`src/rtl/fir_pkg.sv`:
```
// Shared definitions for the fir_filter transmit chain.
package fir_pkg;

    localparam int DATA_W_DEF     = 16;
    localparam int FIFO_DEPTH_DEF = 4;
    localparam int CLK_DIV_DEF    = 4;

    typedef enum logic [1:0] {
        S_IDLE  = 2'd0,
        S_SHIFT = 2'd1,
        S_GAP   = 2'd2
    } ser_state_t;

endpackage

```
`src/rtl/fir_out_serializer_if.sv`:
```
// Sample handshake between fir_filter.y_out and the output serializer.
interface fir_out_serializer_if #(
    parameter int DATA_W = fir_pkg::DATA_W_DEF
);
    logic                     in_valid;
    logic signed [DATA_W-1:0] in_data;
    logic                     in_ready;

    modport master (output in_valid, output in_data, input in_ready);
    modport slave  (input in_valid, input in_data, output in_ready);
endinterface

```
`src/rtl/fir_out_serializer_sync_fifo.sv`:
```
// Small synchronous FIFO with power-of-two depth and wrapping pointers.
module sync_fifo #(
    parameter int WIDTH = 16,
    parameter int DEPTH = 4
) (
    input  logic                     clk,
    input  logic                     reset_n,
    input  logic                     push,
    input  logic [WIDTH-1:0]         push_data,
    input  logic                     pop,
    output logic [WIDTH-1:0]         head,
    output logic                     full,
    output logic                     empty,
    output logic [$clog2(DEPTH):0]   count
);
    localparam int AW = $clog2(DEPTH);
    localparam logic [AW:0] DEPTH_CNT = (AW+1)'(DEPTH);

    logic [WIDTH-1:0] mem [DEPTH];
    logic [AW-1:0]    wr_ptr;
    logic [AW-1:0]    rd_ptr;
    logic             do_push;
    logic             do_pop;

    assign full    = (count == DEPTH_CNT);
    assign empty   = (count == '0);
    assign do_push = push && !full;
    assign do_pop  = pop && !empty;
    assign head    = mem[rd_ptr];

    // Storage array; contents are don't-care until written, so no reset.
    always_ff @(posedge clk) begin
        if (do_push) begin
            mem[wr_ptr] <= push_data;
        end
    end

    // Pointer and occupancy bookkeeping; pointers wrap naturally at DEPTH.
    always_ff @(posedge clk or negedge reset_n) begin
        if (!reset_n) begin
            wr_ptr <= '0;
            rd_ptr <= '0;
            count  <= '0;
        end else begin
            if (do_push) wr_ptr <= wr_ptr + 1'b1;
            if (do_pop)  rd_ptr <= rd_ptr + 1'b1;
            case ({do_push, do_pop})
                2'b10:   count <= count + 1'b1;
                2'b01:   count <= count - 1'b1;
                default: count <= count;
            endcase
        end
    end

endmodule

```
`src/rtl/fir_out_serializer.sv`:
```
// Framed MSB-first serializer for fir_filter output samples.
//
// state   | meaning
// --------+------------------------------------------------------------
// S_IDLE  | no frame active; pops the FIFO head as soon as one exists
// S_SHIFT | shifting DATA_W bits, CLK_DIV clk cycles per bit
// S_GAP   | one silent bit period; chains straight into the next frame
module fir_out_serializer
    import fir_pkg::*;
#(
    parameter int DATA_W     = DATA_W_DEF,
    parameter int FIFO_DEPTH = FIFO_DEPTH_DEF,
    parameter int CLK_DIV    = CLK_DIV_DEF
) (
    input  logic                  clk,
    input  logic                  reset_n,
    fir_out_serializer_if.slave   in_if,
    input  logic                  clr_ovf,
    output logic                  sclk_o,
    output logic                  sdata_o,
    output logic                  fsync_o,
    output logic                  busy,
    output logic                  overflow
);
    localparam int BW  = $clog2(DATA_W);
    localparam int DVW = $clog2(CLK_DIV);
    localparam logic [BW-1:0]  BIT_LAST = BW'(DATA_W - 1);
    localparam logic [DVW-1:0] DIV_LAST = DVW'(CLK_DIV - 1);
    localparam logic [DVW-1:0] DIV_HALF = DVW'(CLK_DIV / 2);

    ser_state_t                 state;
    logic [DATA_W-1:0]          shift_reg;
    logic [BW-1:0]              bit_cnt;
    logic [DVW-1:0]             div_cnt;
    logic                       live;

    logic                       fifo_push;
    logic                       fifo_pop;
    logic [DATA_W-1:0]          fifo_head;
    logic                       fifo_full;
    logic                       fifo_empty;
    logic [$clog2(FIFO_DEPTH):0] fifo_count;
    logic                       bit_end;

    // live keeps in_ready low while reset is asserted and until the first edge after release.
    assign in_if.in_ready = live && !fifo_full;
    assign fifo_push      = in_if.in_valid && in_if.in_ready;
    assign bit_end        = (div_cnt == DIV_LAST);
    assign fifo_pop       = !fifo_empty &&
                            ((state == S_IDLE) || ((state == S_GAP) && bit_end));

    assign sdata_o  = (state == S_SHIFT) && shift_reg[DATA_W-1];
    assign sclk_o   = (state == S_SHIFT) && (div_cnt >= DIV_HALF);
    assign fsync_o  = (state == S_SHIFT) && (bit_cnt == BIT_LAST);
    assign busy     = (state != S_IDLE) || (fifo_count != '0);

    sync_fifo #(
        .WIDTH (DATA_W),
        .DEPTH (FIFO_DEPTH)
    ) u_fifo (
        .clk       (clk),
        .reset_n   (reset_n),
        .push      (fifo_push),
        .push_data (in_if.in_data),
        .pop       (fifo_pop),
        .head      (fifo_head),
        .full      (fifo_full),
        .empty     (fifo_empty),
        .count     (fifo_count)
    );

    // Ready qualifier: becomes 1 on the first edge after reset release.
    always_ff @(posedge clk or negedge reset_n) begin
        if (!reset_n) live <= 1'b0;
        else          live <= 1'b1;
    end

    // Sticky drop flag; a new drop in the same cycle as clr_ovf keeps it set.
    always_ff @(posedge clk or negedge reset_n) begin
        if (!reset_n) begin
            overflow <= 1'b0;
        end else if (in_if.in_valid && !in_if.in_ready) begin
            overflow <= 1'b1;
        end else if (clr_ovf) begin
            overflow <= 1'b0;
        end
    end

    // Frame sequencer: bit divider, shift register and IDLE/SHIFT/GAP control.
    always_ff @(posedge clk or negedge reset_n) begin
        if (!reset_n) begin
            state     <= S_IDLE;
            shift_reg <= '0;
            bit_cnt   <= '0;
            div_cnt   <= '0;
        end else begin
            case (state)
                S_IDLE: begin
                    if (!fifo_empty) begin
                        shift_reg <= fifo_head;
                        bit_cnt   <= BIT_LAST;
                        div_cnt   <= '0;
                        state     <= S_SHIFT;
                    end
                end
                S_SHIFT: begin
                    if (bit_end) begin
                        div_cnt <= '0;
                        if (bit_cnt == '0) begin
                            state <= S_GAP;
                        end else begin
                            shift_reg <= {shift_reg[DATA_W-2:0], 1'b0};
                            bit_cnt   <= bit_cnt - 1'b1;
                        end
                    end else begin
                        div_cnt <= div_cnt + 1'b1;
                    end
                end
                S_GAP: begin
                    if (bit_end) begin
                        div_cnt <= '0;
                        if (!fifo_empty) begin
                            shift_reg <= fifo_head;
                            bit_cnt   <= BIT_LAST;
                            state     <= S_SHIFT;
                        end else begin
                            state <= S_IDLE;
                        end
                    end else begin
                        div_cnt <= div_cnt + 1'b1;
                    end
                end
                default: state <= S_IDLE;
            endcase
        end
    end

endmodule

```
`src/flat_wrapper.sv`:
```
// flat-port wrapper written by rule: the top's interface ports become plain ports
module fir_out_serializer_flat import fir_pkg::*;
#(
    parameter int DATA_W     = DATA_W_DEF,
    parameter int FIFO_DEPTH = FIFO_DEPTH_DEF,
    parameter int CLK_DIV    = CLK_DIV_DEF
)
  (clk, reset_n, clr_ovf, sclk_o, sdata_o, fsync_o, busy, overflow, in_if_in_valid, in_if_in_data, in_if_in_ready);
  fir_out_serializer_if #(.DATA_W(DATA_W)) in_if_i ();
  input  logic clk;
  input  logic reset_n;
  input  logic clr_ovf;
  output logic sclk_o;
  output logic sdata_o;
  output logic fsync_o;
  output logic busy;
  output logic overflow;
  input wire logic [$bits(in_if_i.in_valid)-1:0] in_if_in_valid;
  input wire logic [$bits(in_if_i.in_data)-1:0] in_if_in_data;
  output wire logic [$bits(in_if_i.in_ready)-1:0] in_if_in_ready;
  assign in_if_i.in_valid = in_if_in_valid;
  assign in_if_i.in_data = in_if_in_data;
  assign in_if_in_ready = in_if_i.in_ready;
  fir_out_serializer #(.DATA_W(DATA_W), .FIFO_DEPTH(FIFO_DEPTH), .CLK_DIV(CLK_DIV)) u_core (.clk(clk), .reset_n(reset_n), .in_if(in_if_i), .clr_ovf(clr_ovf), .sclk_o(sclk_o), .sdata_o(sdata_o), .fsync_o(fsync_o), .busy(busy), .overflow(overflow));
endmodule
```
`config.mk`:
```
export PLATFORM = sky130hd
export DESIGN_NAME = fir_out_serializer_flat
export DESIGN_NICKNAME = d
export VERILOG_FILES = /design/src/rtl/fir_pkg.sv /design/src/rtl/fir_out_serializer_if.sv /design/src/rtl/fir_out_serializer_sync_fifo.sv /design/src/rtl/fir_out_serializer.sv /design/src/flat_wrapper.sv
export SDC_FILE = /design/constraint.sdc
export NUM_CORES = 1
export LEC_CHECK = 0
export CAP_MARGIN = 5
export CORE_MARGIN = 1.5
export CORE_UTILIZATION = 45
export DETAILED_ROUTE_END_ITERATION = 12
export HOLD_SLACK_MARGIN = 0.08
export PLACE_DENSITY = 0.71
export SYNTH_ARGS = -nofsm -noshare
export SYNTH_HDL_FRONTEND = slang
export SYNTH_SLANG_ARGS = --single-unit
```
`constraint.sdc`:
```
create_clock -name clk -period 2.55 [get_ports clk]
set_clock_uncertainty 0.2 [all_clocks]
set_input_delay 0.51 -clock clk [delete_from_list [all_inputs] [get_ports clk]]
set_output_delay 0.51 -clock clk [all_outputs]
set_load 0.03 [all_outputs]
```
## After elaboration in Yosys (flattened, before gate mapping)

Memory sizes are Yosys's and may differ from the RTL's.
Index checks and enable logic that the tools add are counted.

- Magnitude comparators: 1
- Muxes and demuxes: 24
- Reductions and logical operators: 28
- $add $sub $neg: 6
- Eq/ne operators: 12

Operators with widths:

| operator | count |
|---|---|
| 2-to-1 mux 16 bit | 4 |
| one-hot mux 16 bit (3 select lines) | 1 |
| 2-to-1 mux 4 bit | 4 |
| 2-to-1 mux 2 bit | 6 |
| one-hot mux 4 bit (3 select lines) | 1 |
| logical AND 1 bit | 10 |
| AND reduction 4 bit | 2 |
| nonzero test 2 bit | 4 |
| adder 2 x 1 -> 2 bit (second input constant) | 3 |
| == test 2 bit (second input constant) | 3 |
| != test 2 bit (second input constant) | 3 |
| one-hot mux 2 bit (3 select lines) | 1 |
| one-hot mux 3 bit (2 select lines) | 1 |
| nonzero test 3 bit | 2 |
| 2-to-1 mux 1 bit | 5 |
| == test 2 x 1 -> 1 bit (second input constant) | 2 |
| == test 4 bit (second input constant) | 1 |
| zero test 4 bit | 1 |
| != test 2 x 1 -> 1 bit (second input constant) | 2 |
| one-hot mux 2 bit (2 select lines) | 1 |
| subtractor 4 x 1 -> 4 bit (second input constant) | 1 |
| adder 3 x 1 -> 3 bit (second input constant) | 1 |
| == test 3 bit (second input constant) | 1 |
| zero test 1 bit | 3 |
| other kinds (7) | 8 |

- Bits of input ports: 20
- Flip-flop bits (word level): 33
- RAM bits: 64
- Word-level logic and storage cells: 81
- Memories kept: 1
- Output and inout port bits: 6

Memories:

| memory | depth | width | rd ports | clocked after Yosys merged registers in | wr ports | line | RTL |
|---|---|---|---|---|---|---|---|
| u_core.u_fifo.mem | 4 | 16 | 1 | 0 | 1 | fir_out_serializer_sync_fifo.sv:19 | `logic [WIDTH-1:0] mem [DEPTH];` |

## Longest topological paths before layout

Gate-level depths: netlist of run 1.

- Word-level depth: 7
- Depth in mapped cells: 9
- Mapped depth without buffers: 9

## By module

A second synthesis of run 1 with hierarchy kept.

- Cell total of the unflattened synthesis: 241
- Area, all modules: 4306.6 µm²

Modules (own cells, without submodules):

| module | cells each | area an instance (µm²) | seq. area each (µm²) | instances |
|---|---|---|---|---|
| sync_fifo | 121 | 2775.2 | 2097.0 | 1 |
| fir_out_serializer | 120 | 1531.5 | 650.6 | 1 |

## Least setup slack after synthesis of run 1

OpenSTA, ideal clock, no wires.

- Path kind: reg2reg
- Start point: register u_core.u_fifo.count[0]
- End point: register u_core.u_fifo.count[2]
- Cell stages (with the launch flop): 10
- Buffers on the path: 0
- Data arrival time: 2387 ps
- Library setup time: 125 ps
- Setup slack: -163 ps
- Required time: 2225 ps
- Period minus slack after synthesis: 2713 ps
- Cells stage by stage: dfrtp_1 -> nor2_1 -> a21boi_1 -> and2_1 -> inv_1 -> ha_1 -> fa_1 -> xnor2_1 -> nor2_1 -> xor2_1

- Word-level cells in the longest chain between the ends: 7
- Elaborated cells on any way between the ends: 15
- Classes of those cells: add/sub: 2; eq/ne: 3; mux: 1; reduce/logical: 9

RTL lines:

| what | line | RTL |
|---|---|---|
| start: declaration | fir_out_serializer_sync_fifo.sv:14 | `output logic [$clog2(DEPTH):0] count` |
| start signal: assignment | fir_out_serializer_sync_fifo.sv:48 | `2'b10: count <= count + 1'b1;` |
| start signal: assignment | fir_out_serializer_sync_fifo.sv:49 | `2'b01: count <= count - 1'b1;` |
| start signal: assignment | fir_out_serializer_sync_fifo.sv:50 | `default: count <= count;` |
| == test 3 bit * | fir_out_serializer_sync_fifo.sv:25 | `assign full = (count == DEPTH_CNT);` |
| zero test 1 bit * | fir_out_serializer.sv:46 | `assign in_if.in_ready = live && !fifo_full;` |
| logical AND 1 bit * | fir_out_serializer.sv:46 |  |
| net in_if_in_ready | flat_wrapper.sv:20 | `output wire logic [$bits(in_if_i.in_ready)-1:0] in_if_in_ready;` |
| logical AND 1 bit * | fir_out_serializer.sv:47 | `assign fifo_push = in_if.in_valid && in_if.in_ready;` |
| logical AND 1 bit * | fir_out_serializer_sync_fifo.sv:27 | `assign do_push = push && !full;` |
| == test 2 x 1 -> 1 bit or == test 2 bit (tied branches) | fir_out_serializer_sync_fifo.sv:47 | `case ({do_push, do_pop})` |
| one-hot mux 3 bit (2 select lines) or nonzero test 2 bit (tied branches) | -- |  |

Mark *: on every way through the listed nets, which the timed path passes. The rest lies on a longest branch.
A chain may end at the register's enable or synchronous reset.

## Worst setup path in the final report of run 1

- Start point: register u_core.state[1]
- End point: output sclk_o

- Word-level cells in the longest chain between the ends: 2

RTL lines:

| what | line | RTL |
|---|---|---|
| start: declaration | fir_out_serializer.sv:31 | `ser_state_t state;` |
| start signal: assignment | fir_out_serializer.sv:92 | `state <= S_IDLE;` |
| start signal: assignment | fir_out_serializer.sv:103 | `state <= S_SHIFT;` |
| start signal: assignment | fir_out_serializer.sv:110 | `state <= S_GAP;` |
| == test 2 x 1 -> 1 bit | fir_out_serializer.sv:53 | `assign sclk_o = (state == S_SHIFT) && (div_cnt >= DIV_HALF);` |
| logical AND 1 bit | fir_out_serializer.sv:53 |  |
| end: declaration | flat_wrapper.sv:13 | `output logic sclk_o;` |

No other way between the ends.

==> flow_summary.ini, run 1 <==
[run_status]
status = complete, no violations

[placement]
port_buffers = 25
place.gp.congestion = 0.7216
postPlaceCellArea_um2 = 4522
dp_hpwl_um = 4073
place_inst = 392

[synthesis]
synth_fp_nets = 288
synth_area_um2 = 4075
yosysSeqAreaShare_pct = 67.42
async_reset_ff_share_pct = 34.02
synth.distinct_cells = 38
synth_edf_count = 64
avgSynthCellArea_um2 = 16.04
synth_flop_cell = edfxtp_1
synth_warnings = 0
synthCells = 254
yosys_register_bits = 97

[detailed_routing]
routed_wl_um = 6541
num_vias = 2104
routedWlPerCell_um = 15.99
drt.antenna.violating_nets = 0
vias_per_cell = 5.144
first_pass_iters = 4
drt-initial-drc-count = 135
drc = 0

[timing]
rsz0062_at_grt = false
fmax_mhz = 418.1
worst_pin_slew_ns = 0.5190
layout_min_cycle_time_ns = 2.392
fin_crit_sh_pct = 93.79
tns_ns = 0
max_slew_margin_pct = 64.93
setup_viol = 0
slew_viol_final = 0
hold_viol_final = 0
timing.hold.ws_ns = 0.3400

[worst_setup_path]
path_max_fanout = 17
end_kind = primary output
cp.arrival_ns = 1.68
start_kind = register
required_ns = 1.84
crit_type = register to primary output

[final_layout]
final_area_um2 = 4747
area_growth_pct = 16.49
regArea_um2 = 2750
diodes = 0
largest_reg_flops = 64
final_cells = 409
utilization_pct = 54.17
fillers = 708
layout-drive-gt1-share_pct = 20.60
multiInputGateArea_um2 = 1231
nets = 330

[grt]
antenna_found_initial = 0
grt_max_degree = 34
grt_usage_pct = 15.10
grt_pass1_wl_um = 10970
grt_overflow = 0
grt_pass1_vias = 2179

[run]
maxCapViolCount = 0

[power_and_ir_drop]
switching_share_pct = 34.99
p_switching_uw = 1894
powerDensity_nw_per_um2 = 1140
leakagePower_uw = 0.001817
p_comb_share_pct = 39.2
irDropWorstVdd_mv = 0.3828
p_clk_share_pct = 19.1
internal_power_uw = 3518
seq_power_share_pct = 41.6

[cts]
cts.htree.levels = 3
clk_pin_slew_ns = 0.11
postCtsHoldBufs = 0
clock_path_buffers = 2
cts_sinks = 97
cts_root_buf = clkbuf_8
cts_tree = built
cts-buffers-inserted = 9
clk_latency_ns = 0.36

[floorplan]
die-width_um = 98.16
die_h_um = 98.16
num_rows = 34
start_util_pct = 46.50
coreArea_um2 = 8763
io_pins = 26
fp.dieArea_um2 = 9635

[min_path]
hold_class = register to register
-- path summary, 6_finish.rpt --
kind	cells past startpoint	to	slack, ns	from
max	6	sclk_o	0.16	u_core.state[1]
min in group asynchronous	2	u_core.bit_cnt[2]	0.35	reset_n
min reg2reg	2	u_core.shift_reg[10]	0.34	u_core.shift_reg[10]
max in group asynchronous	2	u_core.u_fifo.count[1]	1.47	reset_n
min	2	u_core.shift_reg[10]	0.34	u_core.shift_reg[10]
max reg2reg	9	u_core.u_fifo.count[2]	0.23	u_core.u_fifo.count[0]
-- power groups by stage --
stage | registers (µW) | logic, µW | clock network, µW
5_1_grt | 2300 | 2380 | 1120
4_1_cts | 2250 | 2150 | 1060
2_1_floorplan | 2230 | 1650 | 0
6_report | 2250 | 2120 | 1040
3_3_place_gp | 2260 | 2080 | 0
3_5_place_dp | 2270 | 2140 | 0
-- layout by cell type, fill, tap and decap left out, types with 2 or more instances in the layout --
cell type / synthesis / layout
a21oi_1: 20 / 20
and2_1: 2 / 2
and3_1: 4 / 4
buf_4: 2 / 17
clkbuf_8: 0 / 9
clkdlybuf4s50_1: 0 / 20
clkinv_4: 0 / 3
dfrtp_1: 33 / 31
dfrtp_2: 0 / 2
dlygate4sd2_1: 0 / 2
edfxtp_1: 64 / 64
ha_1: 13 / 12
inv_1: 13 / 13
mux2_2: 3 / 3
mux2i_1: 16 / 16
mux4_2: 16 / 16
nand2_1: 6 / 6
nor2_1: 24 / 24
o21ai_0: 2 / 2
o22ai_1: 2 / 2
xnor2_1: 4 / 4
xor2_1: 2 / 2
-- synth_stat cells, types with 2 or more instances --
cell type	n	area share, %
nor2_1	24	2.2
buf_4	2	0.37
mux2i_1	16	3.9
dfrtp_1	33	20
ha_1	13	4.0
a21oi_1	20	2.5
xor2_1	2	0.43
edfxtp_1	64	47
mux2_2	3	0.83
mux4_2	16	8.8
and2_1	2	0.31
xnor2_1	4	0.86
nand2_1	6	0.55
inv_1	13	1.2
o21ai_0	2	0.25
o22ai_1	2	0.31
and3_1	4	0.61
buf_2	8	0.98
-- layout make-up --
class | instances | area share, %
sequential | 97 | 57.93
multi-input combinational | 133 | 25.94
timing repair buffer | 42 | 7.723
tap | 108 | 2.847
clock buffer | 9 | 2.609
clock inverter | 7 | 1.924
inverter | 13 | 1.028
-- what timing repair did --
item | CTS | global route
setup buffers | 1 | 0
endpoints found under the setup margin | 7 | 4
pin swaps | 1 | 0
resized for setup | 7 | 8
-- through the flow --
stage	power, µW	setup slack (ns)
final	5412	0.1584
after global routing	5801	0.02940
after global placement	4336	0.1079
after detailed placement	4410	0.004382
after floorplan	3887	0.08689
after CTS	5466	0.02577
-- cells by family (layout without fill, tap and decap cells) --
logic type | after synthesis | after routing | synth area share [%]
AOI/OAI and AO/OA | 32 | 32 | 5.128
xor gates and xnor gates | 6 | 6 | 1.290
adders and majority gates | 14 | 14 | 4.483
buffers and inverters | 24 | 71 | 2.671
DFF | 97 | 97 | 67.42
muxes | 35 | 35 | 13.60
other | 1 | 1 | 0.09202
and+or+nand+nor | 45 | 45 | 5.312
-- layer usage --
metal  vias up  track usage [%]  part of all wire (%)
met5         -                0                     0
met2        38            24.88                    49
met1      1030            19.69                    46
met4         0            5.850                   1.3
li1       1030                -                     -
met3         6            3.436                   3.8
-- critical path, cell delays in order, from the launching register on --
cell and delay [ns]:
dfrtp_1 0.41, inv_1 0.11, ha_2 0.23, inv_1 0.10, buf_6 0.19, nor2_1 0.12
buf_4 0.16
Note: power is estimated with default switching activity, not from simulation.
==> inputs of run 2 (changes only) <==
RECOVER_POWER = 25   (was not set)
SKIP_CTS_REPAIR_TIMING = 1   (was not set)
==> run 2 against run 1 <==
  * Flip-flop and latch count is the same
  * Setup slack improved by 0.0022 ns
  * Wire length barely moved
  * Fmax hardly changed
  * Power is 0.44% higher
  * Clock power is essentially flat
  * Cell count is 0.24% higher
  * Utilization increased by 0.24 points
  * Critical endpoint unchanged
==> flow_summary.ini, run 2 (synthesized netlist as in run 1, its figures left out) <==
[placement]
place_inst = 392
dp_hpwl_um = 4073
place.gp.congestion = 0.7216
port_buffers = 25

[timing]
max_slew_margin_pct = 64.84
layout_min_cycle_time_ns = 2.389
slew_viol_final = 0
setup_viol = 0
hold_viol_final = 0
fin_crit_sh_pct = 93.70
worst_pin_slew_ns = 0.5203
rsz0062_at_grt = true
tns_ns = 0
fmax_mhz = 418.5

[detailed_routing]
first_pass_iters = 4
num_vias = 2125
drt-initial-drc-count = 133
drt.antenna.violating_nets = 0
routed_wl_um = 6542
drc = 0
routedWlPerCell_um = 15.96
vias_per_cell = 5.183

[worst_setup_path]
required_ns = 1.84
cp.arrival_ns = 1.68
crit_chain = inv_1, ha_2, inv_1, buf_6, nor2_1, buf_4
cpMostUsedCell = inv_1
end_kind = primary output
path_max_fanout = 17
start_kind = register
reg2reg_depth = 9
reg2reg_slack_ns = 0.18
crit_type = register to primary output
r2r-start = u_core.u_fifo.count[1]
r2r_end = u_core.u_fifo.count[2]
max_stage_delay_ns = 0.41
slowest_stage = dfrtp_1

[final_layout]
multiInputGateArea_um2 = 1231
regArea_um2 = 2749
final_cells = 410
utilization_pct = 54.41
area_growth_pct = 17.01
layout_commonest_cell = edfxtp_1
layout-drive-gt1-share_pct = 20.20
largest_reg_flops = 64
fillers = 708
mostFrequentLayoutCells = edfxtp_1 (64), dfrtp_1 (32), nor2_1 (24)
nets = 331
diodes = 0

[grt]
grt_pass1_vias = 2181
grt_overflow = 0
antenna_found_initial = 0
grt_max_degree = 34
grt_usage_pct = 15.05
grt_pass1_wl_um = 10940

[cts]
cts_sinks = 97
cts.htree.levels = 3
cts_tree = built
clock_path_buffers = 2
cts-buffers-inserted = 9
cts_root_buf = clkbuf_8
clk_latency_ns = 0.36
clk_pin_slew_ns = 0.10

[power_and_ir_drop]
irDropWorstVdd_mv = 0.3847
leakagePower_uw = 0.001851
powerDensity_nw_per_um2 = 1140

[min_path]
hold_class = input pin to asynchronous set/reset pin

[floorplan]
num_rows = 34
io_pins = 26
die-width_um = 98.16
start_util_pct = 46.50
die_h_um = 98.16
fp.dieArea_um2 = 9635
coreArea_um2 = 8763

[run]
maxCapViolCount = 0

[run_status]
status = complete, no violations
## run 2: where the power goes
part | internal (µW) | switching, µW
clock | 473 | 564
sequential | 2050 | 196
combinational | 1010 | 1140
total | 3540 | 1900
## run 2: layout make-up
cell class	count	area share, %
inverters	13	1.023
clock inverters	7	1.916
well taps	108	2.834
clock buffers	9	2.598
multi-input cells	133	25.82
repair buffers	43	8.161
flip-flops and latches	97	57.65
## run 2: how the worst max path moves through the flow
| stage | end | slack [ns] | cells after the start | from |
|---|---|---|---|---|
| after floorplan | u_core.u_fifo.count[2] | 0.09 | 9 | u_core.u_fifo.count[0] |
| after CTS | fsync_o | -0.31 | 6 | u_core.state[1] |
| after global placement | u_core.u_fifo.count[2] | 0.11 | 8 | in_if_in_valid |
| after detailed placement | u_core.shift_reg[0] | 0.004 | 7 | u_core.state[1] |
| final | sclk_o | 0.16 | 6 | u_core.state[1] |
| after global routing | u_core.u_fifo.count[2] | -0.03 | 9 | u_core.u_fifo.count[1] |
## run 2: critical path, delay by kind of cell, from the launching register on
| kind | cells | cell delay (ns) |
|---|---|---|
| buf+inv | 4 | 0.56 |
| flops | 1 | 0.41 |
| fa+ha+maj | 1 | 0.23 |
| simple gates | 1 | 0.12 |
## run 2: layer usage
layer	GRT usage, %	wire, µm
met5	0	0
met3	3.436	198
met4	5.850	83
met2	24.93	3261
met1	19.47	2998
## run 2: per-stage QoR
step	setup WS (ns)	cell area, µm²	hold slack [ns]	total power (µW)
floorplan	0.08689	4079	0.01441	3887
global placement	0.1079	4522	0.3102	4336
detailed placement	0.004382	4522	0.3209	4410
CTS	-0.3050	4737	0.3435	5446
global route	-0.02563	4768	0.3741	5824
finish	0.1607	4768	0.3415	5436
